`src/rtl/uart_rx_axis_packer_if.sv`:
```
// AXI-Stream byte channel between the UART packer and its consumer.
interface uart_rx_axis_packer_if #(
    parameter int unsigned WIDTH = 8
);
    logic [WIDTH-1:0] data;
    logic             valid;
    logic             last;
    logic             ready;

    modport master (output data, output valid, output last, input ready);
    modport slave  (input data, input valid, input last, output ready);
endinterface

```
`src/rtl/uart_rx_axis_packer.sv`:
```
// Packs UART receiver byte strobes into a framed AXI-Stream; one byte is held back
// so tlast can be attached once the packet end (idle gap or MAX_LEN) is known.
module uart_rx_axis_packer #(
    parameter int unsigned WIDTH      = 8,
    parameter int unsigned DEPTH      = 16,
    parameter int unsigned MAX_LEN    = 32,
    parameter int unsigned CLK_RATE   = 50000000,
    parameter int unsigned BAUD       = 115200,
    parameter int unsigned IDLE_CHARS = 2
) (
    input  logic                         i_clk,
    input  logic                         i_rst_n,
    input  logic [WIDTH-1:0]             i_rx_data,
    input  logic                         i_rx_valid,
    input  logic                         i_parity_error,
    uart_rx_axis_packer_if.master        m_axis,
    input  logic                         i_clr_status,
    output logic                         o_overflow,
    output logic [7:0]                   o_err_cnt,
    output logic [$clog2(DEPTH):0]       o_fifo_count
);
    localparam int unsigned BIT_CYC = CLK_RATE / BAUD;
    localparam int unsigned T_IDLE  = IDLE_CHARS * 10 * BIT_CYC;
    localparam int unsigned AW      = $clog2(DEPTH);
    localparam int unsigned TW      = $clog2(T_IDLE + 1);
    localparam int unsigned LW      = $clog2(MAX_LEN + 1);

    localparam logic [AW:0]    FULL     = (AW + 1)'(DEPTH);
    localparam logic [TW-1:0]  TMR_LAST = TW'(T_IDLE - 1);
    localparam logic [LW-1:0]  LEN_MAX  = LW'(MAX_LEN);
    localparam logic [LW-1:0]  LEN_ONE  = LW'(1);

    localparam logic [0:0] S_EMPTY = 1'b0;
    localparam logic [0:0] S_HELD  = 1'b1;

    logic [0:0]       r_state, w_state_d;
    logic [WIDTH-1:0] r_hold, w_hold_d;
    logic [TW-1:0]    r_timer, w_timer_d;
    logic [LW-1:0]    r_pkt_len, w_pkt_len_d;
    logic             w_accept, w_perr;
    logic             w_push, w_push_last, w_push_ok, w_pop;

    logic [WIDTH:0]   r_mem [DEPTH];
    logic [AW-1:0]    r_wr_ptr, r_rd_ptr;
    logic [AW:0]      r_count;
    logic             r_overflow, w_overflow_d;
    logic [7:0]       r_err_cnt, w_err_cnt_d;

    assign w_accept = i_rx_valid & ~i_parity_error;
    assign w_perr   = i_rx_valid & i_parity_error;

    always_comb begin
        w_state_d   = r_state;
        w_hold_d    = r_hold;
        w_timer_d   = r_timer;
        w_pkt_len_d = r_pkt_len;
        w_push      = 1'b0;
        w_push_last = 1'b0;
        case (r_state)
            S_EMPTY: begin
                if (w_accept) begin
                    w_hold_d    = i_rx_data;
                    w_timer_d   = '0;
                    w_pkt_len_d = r_pkt_len + LEN_ONE;
                    w_state_d   = S_HELD;
                end
            end
            S_HELD: begin
                if (r_pkt_len == LEN_MAX) begin
                    // Held byte completes the packet; a byte arriving now starts the next one.
                    w_push      = 1'b1;
                    w_push_last = 1'b1;
                    if (w_accept) begin
                        w_hold_d    = i_rx_data;
                        w_timer_d   = '0;
                        w_pkt_len_d = LEN_ONE;
                    end else begin
                        w_pkt_len_d = '0;
                        w_state_d   = S_EMPTY;
                    end
                end else if (w_accept) begin
                    w_push      = 1'b1;
                    w_hold_d    = i_rx_data;
                    w_timer_d   = '0;
                    w_pkt_len_d = r_pkt_len + LEN_ONE;
                end else if (w_perr) begin
                    w_timer_d = '0;
                end else if (r_timer == TMR_LAST) begin
                    w_push      = 1'b1;
                    w_push_last = 1'b1;
                    w_pkt_len_d = '0;
                    w_state_d   = S_EMPTY;
                end else begin
                    w_timer_d = r_timer + TW'(1);
                end
            end
            default: w_state_d = S_EMPTY;
        endcase
    end

    assign w_pop     = (r_count != '0) & m_axis.ready;
    assign w_push_ok = w_push & ((r_count < FULL) | w_pop);

    always_comb begin
        w_overflow_d = i_clr_status ? 1'b0 : r_overflow;
        if (w_push && !w_push_ok) w_overflow_d = 1'b1;
        w_err_cnt_d = i_clr_status ? 8'd0 : r_err_cnt;
        if (w_perr && w_err_cnt_d != 8'hFF) w_err_cnt_d = w_err_cnt_d + 8'd1;
    end

    always_ff @(posedge i_clk or negedge i_rst_n) begin
        if (!i_rst_n) begin
            r_state    <= S_EMPTY;
            r_hold     <= '0;
            r_timer    <= '0;
            r_pkt_len  <= '0;
            r_wr_ptr   <= '0;
            r_rd_ptr   <= '0;
            r_count    <= '0;
            r_overflow <= 1'b0;
            r_err_cnt  <= 8'd0;
        end else begin
            r_state    <= w_state_d;
            r_hold     <= w_hold_d;
            r_timer    <= w_timer_d;
            r_pkt_len  <= w_pkt_len_d;
            r_overflow <= w_overflow_d;
            r_err_cnt  <= w_err_cnt_d;
            if (w_push_ok) r_wr_ptr <= r_wr_ptr + AW'(1);
            if (w_pop)     r_rd_ptr <= r_rd_ptr + AW'(1);
            case ({w_push_ok, w_pop})
                2'b10:   r_count <= r_count + (AW + 1)'(1);
                2'b01:   r_count <= r_count - (AW + 1)'(1);
                default: r_count <= r_count;
            endcase
        end
    end

    always_ff @(posedge i_clk) begin
        if (w_push_ok) r_mem[r_wr_ptr] <= {w_push_last, r_hold};
    end

    // Head entry is masked so the stream reads zero whenever the FIFO is empty.
    assign m_axis.valid  = (r_count != '0);
    assign m_axis.data   = m_axis.valid ? r_mem[r_rd_ptr][WIDTH-1:0] : '0;
    assign m_axis.last   = m_axis.valid ? r_mem[r_rd_ptr][WIDTH] : 1'b0;
    assign o_overflow    = r_overflow;
    assign o_err_cnt     = r_err_cnt;
    assign o_fifo_count  = r_count;
endmodule

```
`src/flat_wrapper.sv`:
```
// flat-port wrapper written by rule: the top's interface ports become plain ports
module uart_rx_axis_packer_flat 
#(
    parameter int unsigned WIDTH      = 8,
    parameter int unsigned DEPTH      = 16,
    parameter int unsigned MAX_LEN    = 32,
    parameter int unsigned CLK_RATE   = 50000000,
    parameter int unsigned BAUD       = 115200,
    parameter int unsigned IDLE_CHARS = 2
)
  (i_clk, i_rst_n, i_rx_data, i_rx_valid, i_parity_error, i_clr_status, o_overflow, o_err_cnt, o_fifo_count, m_axis_data, m_axis_valid, m_axis_last, m_axis_ready);
  uart_rx_axis_packer_if #(.WIDTH(WIDTH)) m_axis_i ();
  input  logic i_clk;
  input  logic i_rst_n;
  input  logic [WIDTH-1:0] i_rx_data;
  input  logic i_rx_valid;
  input  logic i_parity_error;
  input  logic i_clr_status;
  output logic o_overflow;
  output logic [7:0] o_err_cnt;
  output logic [$clog2(DEPTH):0] o_fifo_count;
  output wire logic [$bits(m_axis_i.data)-1:0] m_axis_data;
  output wire logic [$bits(m_axis_i.valid)-1:0] m_axis_valid;
  output wire logic [$bits(m_axis_i.last)-1:0] m_axis_last;
  input wire logic [$bits(m_axis_i.ready)-1:0] m_axis_ready;
  assign m_axis_data = m_axis_i.data;
  assign m_axis_valid = m_axis_i.valid;
  assign m_axis_last = m_axis_i.last;
  assign m_axis_i.ready = m_axis_ready;
  uart_rx_axis_packer #(.WIDTH(WIDTH), .DEPTH(DEPTH), .MAX_LEN(MAX_LEN), .CLK_RATE(CLK_RATE), .BAUD(BAUD), .IDLE_CHARS(IDLE_CHARS)) u_core (.i_clk(i_clk), .i_rst_n(i_rst_n), .i_rx_data(i_rx_data), .i_rx_valid(i_rx_valid), .i_parity_error(i_parity_error), .m_axis(m_axis_i), .i_clr_status(i_clr_status), .o_overflow(o_overflow), .o_err_cnt(o_err_cnt), .o_fifo_count(o_fifo_count));
endmodule
```
`config.mk`:
```
export PLATFORM = sky130hd
export DESIGN_NAME = uart_rx_axis_packer_flat
export DESIGN_NICKNAME = d
export VERILOG_FILES = /design/src/rtl/uart_rx_axis_packer_if.sv /design/src/rtl/uart_rx_axis_packer.sv /design/src/flat_wrapper.sv
export SDC_FILE = /design/constraint.sdc
export NUM_CORES = 1
export LEC_CHECK = 0
export ABC_AREA = 1
export BUFFER_PORTS_ARGS = -buffer_cell sky130_fd_sc_hd__buf_2
export CAP_MARGIN = 10
export CORE_MARGIN = 1.5
export CORE_UTILIZATION = 40
export CTS_CLUSTER_SIZE = 20
export DETAILED_ROUTE_END_ITERATION = 10
export GPL_TIMING_DRIVEN = 1
export SYNTH_ARGS = -nofsm -noshare
export SYNTH_HDL_FRONTEND = slang
export SYNTH_SLANG_ARGS = --single-unit
```
`constraint.sdc`:
```
create_clock -name i_clk -period 2.5 [get_ports i_clk]
set_input_delay 0.125 -clock i_clk [delete_from_list [all_inputs] [get_ports i_clk]]
set_output_delay 0.125 -clock i_clk [all_outputs]
set_load 0.05 [all_outputs]
```
== Word level (Yosys, flattened, before mapping) ==
Memory sizes are Yosys's and may differ from the RTL's.
Index checks and enable logic that the tools add are counted.

* $add $sub $neg: 7
* Order comparisons: 1
* Equality and inequality tests: 9
* Multiplexer cells: 37
* Bitwise operators: 7
* Reductions and logical operators: 7

{| class="wikitable"
|+ Operators by type and width
! kind !! number
|-
| $mux 14 || 5
|-
| $mux 8 || 4
|-
| $mux 6 || 5
|-
| $pmux 14 s2 || 1
|-
| $mux 1 || 19
|-
| $add 14x1->14 const B || 1
|-
| $eq 14x14->1 const B || 1
|-
| $pmux 6 s2 || 1
|-
| $pmux 5 s2 || 1
|-
| $add 4x1->4 const B || 2
|-
| $add 8x1->8 const B || 1
|-
| $ne 4x4->1 const B || 2
|-
| $ne 8x8->1 const B || 1
|-
| $add 6x1->6 const B || 1
|-
| $eq 6x6->1 const B || 1
|-
| $add 5x1->5 const B || 1
|-
| $lt 5x5->1 const B || 1
|-
| $ne 5x5->1 const B || 1
|-
| $reduce_bool 5->1 || 1
|-
| $sub 5x1->5 const B || 1
|-
| $and 1x1->1 || 4
|-
| $reduce_bool 2->1 || 2
|-
| $reduce_and 3->1 || 1
|-
| $eq 2x1->1 const B || 1
|-
| other kinds (7) || 9
|}

* Bits in registers: 51
* Bits in writable memories: 144
* Input port bits: 14
* Output and inout port bits: 24
* Logic and storage cells: 78
* Memories kept: 1

{| class="wikitable"
|+ Memories
! name !! depth !! bits a word !! read ports !! clocked after memory_dff !! wr ports !! RTL line !! RTL
|-
| u_core.r_mem || 16 || 9 || 1 || 0 || 1 || uart_rx_axis_packer.sv:43 || <nowiki>logic [WIDTH:0] r_mem [DEPTH];</nowiki>
|}

== Longest topological paths before layout ==
* Depth after elaboration: 10
* Mapped depth: 19
* Depth with buffers taken out: 18

== Worst setup path before layout ==
Ideal clock, no wire load.

* Path type: reg-to-reg
* Start point: register u_core.r_pkt_len[0]
* End point: register u_core.r_count[4], in the netlist u_core.o_fifo_count[4]
* Setup time: 0.118 ns
* Arrival: 2.436 ns
* Path slack: -0.054 ns
* Cell stages (with the launch flop): 19
* Path buffers: 1
* Path through: dfrtp_1 -> inv_1 -> ha_1 -> nand3_2 -> nor2_4 -> nand2_4 -> nand3_4 -> nand2_4 -> buf_6 -> ha_1 -> xor2_1 -> ha_1 -> inv_1 -> nand2_1 -> nand3_1 -> nand2_1 -> xor2_1 -> nand2_1 -> nand2_1

* Longest elaborated chain between the ends: 6

{| class="wikitable"
|+ RTL lines
! element !! RTL line !! RTL
|-
| start, declared || uart_rx_axis_packer.sv:39 || <nowiki>logic [LW-1:0] r_pkt_len, w_pkt_len_d;</nowiki>
|-
| start signal, assigned || uart_rx_axis_packer.sv:126 || <nowiki>r_pkt_len <= w_pkt_len_d;</nowiki>
|-
| $eq 6x6->1 * || uart_rx_axis_packer.sv:69 || <nowiki>if (r_pkt_len == LEN_MAX) begin</nowiki>
|-
| $mux 1 * || uart_rx_axis_packer.sv:69 ||
|-
| $mux 1 * || uart_rx_axis_packer.sv:59 || <nowiki>case (r_state)</nowiki>
|-
| $and 1x1->1 * || uart_rx_axis_packer.sv:102 || <nowiki>assign w_push_ok = w_push & ((r_count < FULL) | w_pop);</nowiki>
|-
| $eq 2x1->1 or $eq 2x2->1 (tied branches) || uart_rx_axis_packer.sv:131 || <nowiki>case ({w_push_ok, w_pop})</nowiki>
|-
| $pmux 5 s2 or $reduce_bool 2->1 (tied branches) || n/a ||
|-
| end signal, assigned || uart_rx_axis_packer.sv:132 || <nowiki>2'b10: r_count <= r_count + (AW + 1)'(1);</nowiki>
|-
| end signal, assigned || uart_rx_axis_packer.sv:133 || <nowiki>2'b01: r_count <= r_count - (AW + 1)'(1);</nowiki>
|-
| end signal, assigned || uart_rx_axis_packer.sv:134 || <nowiki>default: r_count <= r_count;</nowiki>
|-
| end, declared || uart_rx_axis_packer.sv:45 || <nowiki>logic [AW:0] r_count;</nowiki>
|}

Every way passes the cells marked *; elsewhere a longest branch is shown, timed or not.
A chain may end at the register's enable or synchronous reset.

== Worst setup path in the final report ==
* Start point: register u_core.r_rd_ptr[0]
* End point: output m_axis_data[4]

* Longest elaborated chain between the ends: 2

{| class="wikitable"
|+ RTL lines
! element !! RTL line !! RTL
|-
| start, declared || uart_rx_axis_packer.sv:44 || <nowiki>logic [AW-1:0] r_wr_ptr, r_rd_ptr;</nowiki>
|-
| start signal, assigned || uart_rx_axis_packer.sv:130 || <nowiki>if (w_pop) r_rd_ptr <= r_rd_ptr + AW'(1);</nowiki>
|-
| $mem_v2 16x9 || n/a ||
|-
| $mux 8 || uart_rx_axis_packer.sv:145 || <nowiki>assign m_axis.data = m_axis.valid ? r_mem[r_rd_ptr][WIDTH-1:0] : '0;</nowiki>
|-
| end, declared || flat_wrapper.sv:22 || <nowiki>output wire logic [$bits(m_axis_i.data)-1:0] m_axis_data;</nowiki>
|}

Every way passes these cells.

==> impl_metrics.yaml <==
synth:
  synth_common_cells: "nand2_1, nand3_1, edfxtp_1"
  synthTopCellsByArea: "edfxtp_1, dfrtp_1, nand2_1"
  synth-seq-cells: 195
  synth_edf_count: 144
  synth-main-ff-cell: "edfxtp_1"
  yosys_warnings: 0
  synth_most_common_cell: "nand2_1"
  yosys.area.top_type: "edfxtp_1"
  syn-num-nets: 928
  syn_area_sq_um: 9014
  synth_cell_types: 41
  synth_area_per_cell_sq_um: 10.00
  synth.yosys.seq_area_share_pct: 62.13
  async_flop_share_pct: 26.15
  syn_inst: 901
  synth_top_area_share_pct: 47.97
power_and_ir_drop:
  power_mw: 10.84
  power_per_cell_area_nw_per_um2: 1045
  vdd_drop_max_uv: 708.9
  total_leakage_power_nw: 4.207
setup_path:
  r2r_start: "u_core.r_timer[11]$_DFFE_PN0P_"
  r2r-end: "u_core.o_fifo_count[4]$_DFFE_PN0P_"
  setup.worst_path.start_class: "flip-flop"
  cp_data_arrival_time_ns: 2.30
  endpoint_kind: "primary output"
  crit_fanout: 37
  rrSetupSlack_ns: 0.20
  worstSetupPathType: "flip-flop to primary output"
  crit_required_ns: 2.38
  worstRegToRegCells: 16
timing:
  setup_viol: 0
  fin_ws_ns: 0.07137
  relSlewSlack_pct: 49.16
  slew_viol_final: 0
  worst_pin_slew_ns: 0.7626
  fin_skew_ns: 0.008879
  finalCritPeriodShare_pct: 97.15
  fin_setup_tns_ns: 0
  max_freq_mhz: 411.8
  layout_min_cycle_time_ns: 2.429
  finalHoldViolCount: 0
  hold_slack_ns: 0.007149
  rsz0062_at_grt: "true"
min_path:
  holdCritPathClass: "input port to flip-flop"
  holdPathStages: 4
  hold_end: "u_core.o_overflow$_DFFE_PN0P_"
  worst_hold_startpoint: "m_axis_ready"
global_routing:
  grt_max_degree: 74
  grt_usage_pct: 18.70
  antenna_found_initial: 0
  grt_pass1_wl_microns: 33930
  grt_pass1_vias: 6235
  grt-ovfl-total: 0
cells_and_area:
  diodes: 0
  areaGrowthSynthToFinish_pct: 15.05
  fin_util_pct: 47.23
  drive_above_1_share_pct: 15.64
  seqCellArea_sq_um: 5602
  multi_input_area_sq_um: 3048
  nFillCells: 2002
  layout.nets: 992
  final_cell_count_no_fill: 1258
  design_area_sq_um: 10370
route:
  initialDrtViolationCount: 568
  vias_per_cell: 5.164
  first_pass_iters: 8
  ant_nets: 0
  vias: 6496
  wire_per_inst_microns: 17.00
  drc: 2
  totalWireLength_microns: 21380
placed_design:
  routabilityCongestion: 0.9055
  dp.final_hpwl_microns: 13800
  place_ws_ns: 0.07772
  port_buffers: 37
  dpl_cell_area_sq_um: 9618
  placed_cells: 1212
floorplanning:
  pin_count: 38
  core_sq_um: 21960
  rows: 54
  die_y_microns: 153.1
  initial_core_util_pct: 41.05
  die_w_microns: 153.1
  dieArea_sq_um: 23440
clock_tree:
  cts_tree: "built"
  clk_pin_slew_worst_paths_ns: 0.07
  clk_latency_ns: 0.43
  clock-sinks: 195
  h-tree-depth: 4
  cts.path.max_buffers: 2
  cts_root_buf: "clkbuf_16"
  cts_inserted_buffers: 17
job:
  maxCapViolCount: 0
status:
  status: "complete, but fails checks"
  failed_checks: "design-rule violations"
sequential cells by signal (all words and copies together), names as in the netlist:
register	cells
u_core.r_mem	144
u_core.r_timer	14
u_core.o_err_cnt	8
u_core.r_hold	8
u_core.r_pkt_len	6
u_core.o_fifo_count	5
u_core.r_rd_ptr	4
u_core.r_wr_ptr	4
u_core.o_overflow	1
u_core.r_state	1
timing repair:
item / CTS / global route
resized for setup: 0 / 5
setup buffers: 0 / 4
endpoints found under the hold margin: 28 / 0
setup endpoints to repair: 0 / 7
hold buffers: 9 / 0
how the worst max path moves through the flow:
stage,start,to
after floorplan,u_core.r_pkt_len[0]$_DFFE_PN0P_,u_core.o_fifo_count[4]$_DFFE_PN0P_
after global placement,u_core.r_pkt_len[1]$_DFFE_PN0P_,u_core.o_fifo_count[4]$_DFFE_PN0P_
after CTS,u_core.r_rd_ptr[0]$_DFFE_PN0P_,m_axis_data[2]
final,u_core.r_rd_ptr[0]$_DFFE_PN0P_,m_axis_data[4]
after global routing,u_core.r_pkt_len[1]$_DFFE_PN0P_,u_core.o_fifo_count[4]$_DFFE_PN0P_
after detailed placement,u_core.r_pkt_len[1]$_DFFE_PN0P_,u_core.o_fifo_count[4]$_DFFE_PN0P_
layout by cell type (no fill, tap or decap), types with 3 or more instances in the layout:
cell and n:
nand2_4 3, dfrtp_1 50, buf_4 29, nor2_2 13
nand2_2 4, a21oi_1 18, nor2_1 36, o21a_1 9
nand4_1 8, nand3_1 148, buf_2 37, ha_1 11
o21ai_1 3, xor2_1 14, nand3_2 3, nand2_1 288
nor3_1 7, inv_6 4, edfxtp_1 144, dlygate4sd3_1 9
o21ai_0 14, inv_2 13, inv_1 45, clkbuf_16 18
nor2_4 5, xnor2_1 6
kinds of logic (layout without fill, tap and decap cells):
group | after synthesis | in the layout | synth area share (%)
adder cells (fa/ha/maj) | 13 | 13 | 1.805
flip-flops | 195 | 195 | 62.13
XOR/XNOR | 21 | 21 | 2.041
AND/OR/NAND/NOR | 521 | 521 | 25.90
buffers and inverters | 94 | 171 | 4.262
AO/OA/AOI/OAI | 57 | 57 | 3.859
layout make-up:
cell class	count	share of cell area (%)
clock buffers	19	4.175
clock inverters	13	1.436
inverters	61	2.232
multi-input cells	612	29.39
flip-flops and latches	195	54.02
well taps	280	3.378
repair buffers	78	5.369
power by group:
part | internal, mW | switching (mW) | total, mW
clock network | 1.49 | 1.23 | 2.73
registers | 3.77 | 0.294 | 4.06
logic | 1.17 | 2.88 | 4.05
critical path: stages (launching register included):
cell and delay, ns:
dfrtp_2 0.43, inv_2 0.16, buf_16 0.22, nand2_1 0.07
nand3_1 0.07, nand3_1 0.16, a21oi_1 0.31, o21a_1 0.16
buf_2 0.26
metal layers:
layer / up-vias / GRT usage (%) / wire length (microns) / share of wire, %
li1: 3177 / - / - / -
met1: 3118 / 25.33 / 9655 / 45
met2: 172 / 30.63 / 10310 / 48
met3: 29 / 2.807 / 963 / 4.5
met4: 0 / 6.769 / 450 / 2.1
met5: - / 0 / 0 / 0
No activity file was read; power rests on OpenSTA's default activity.
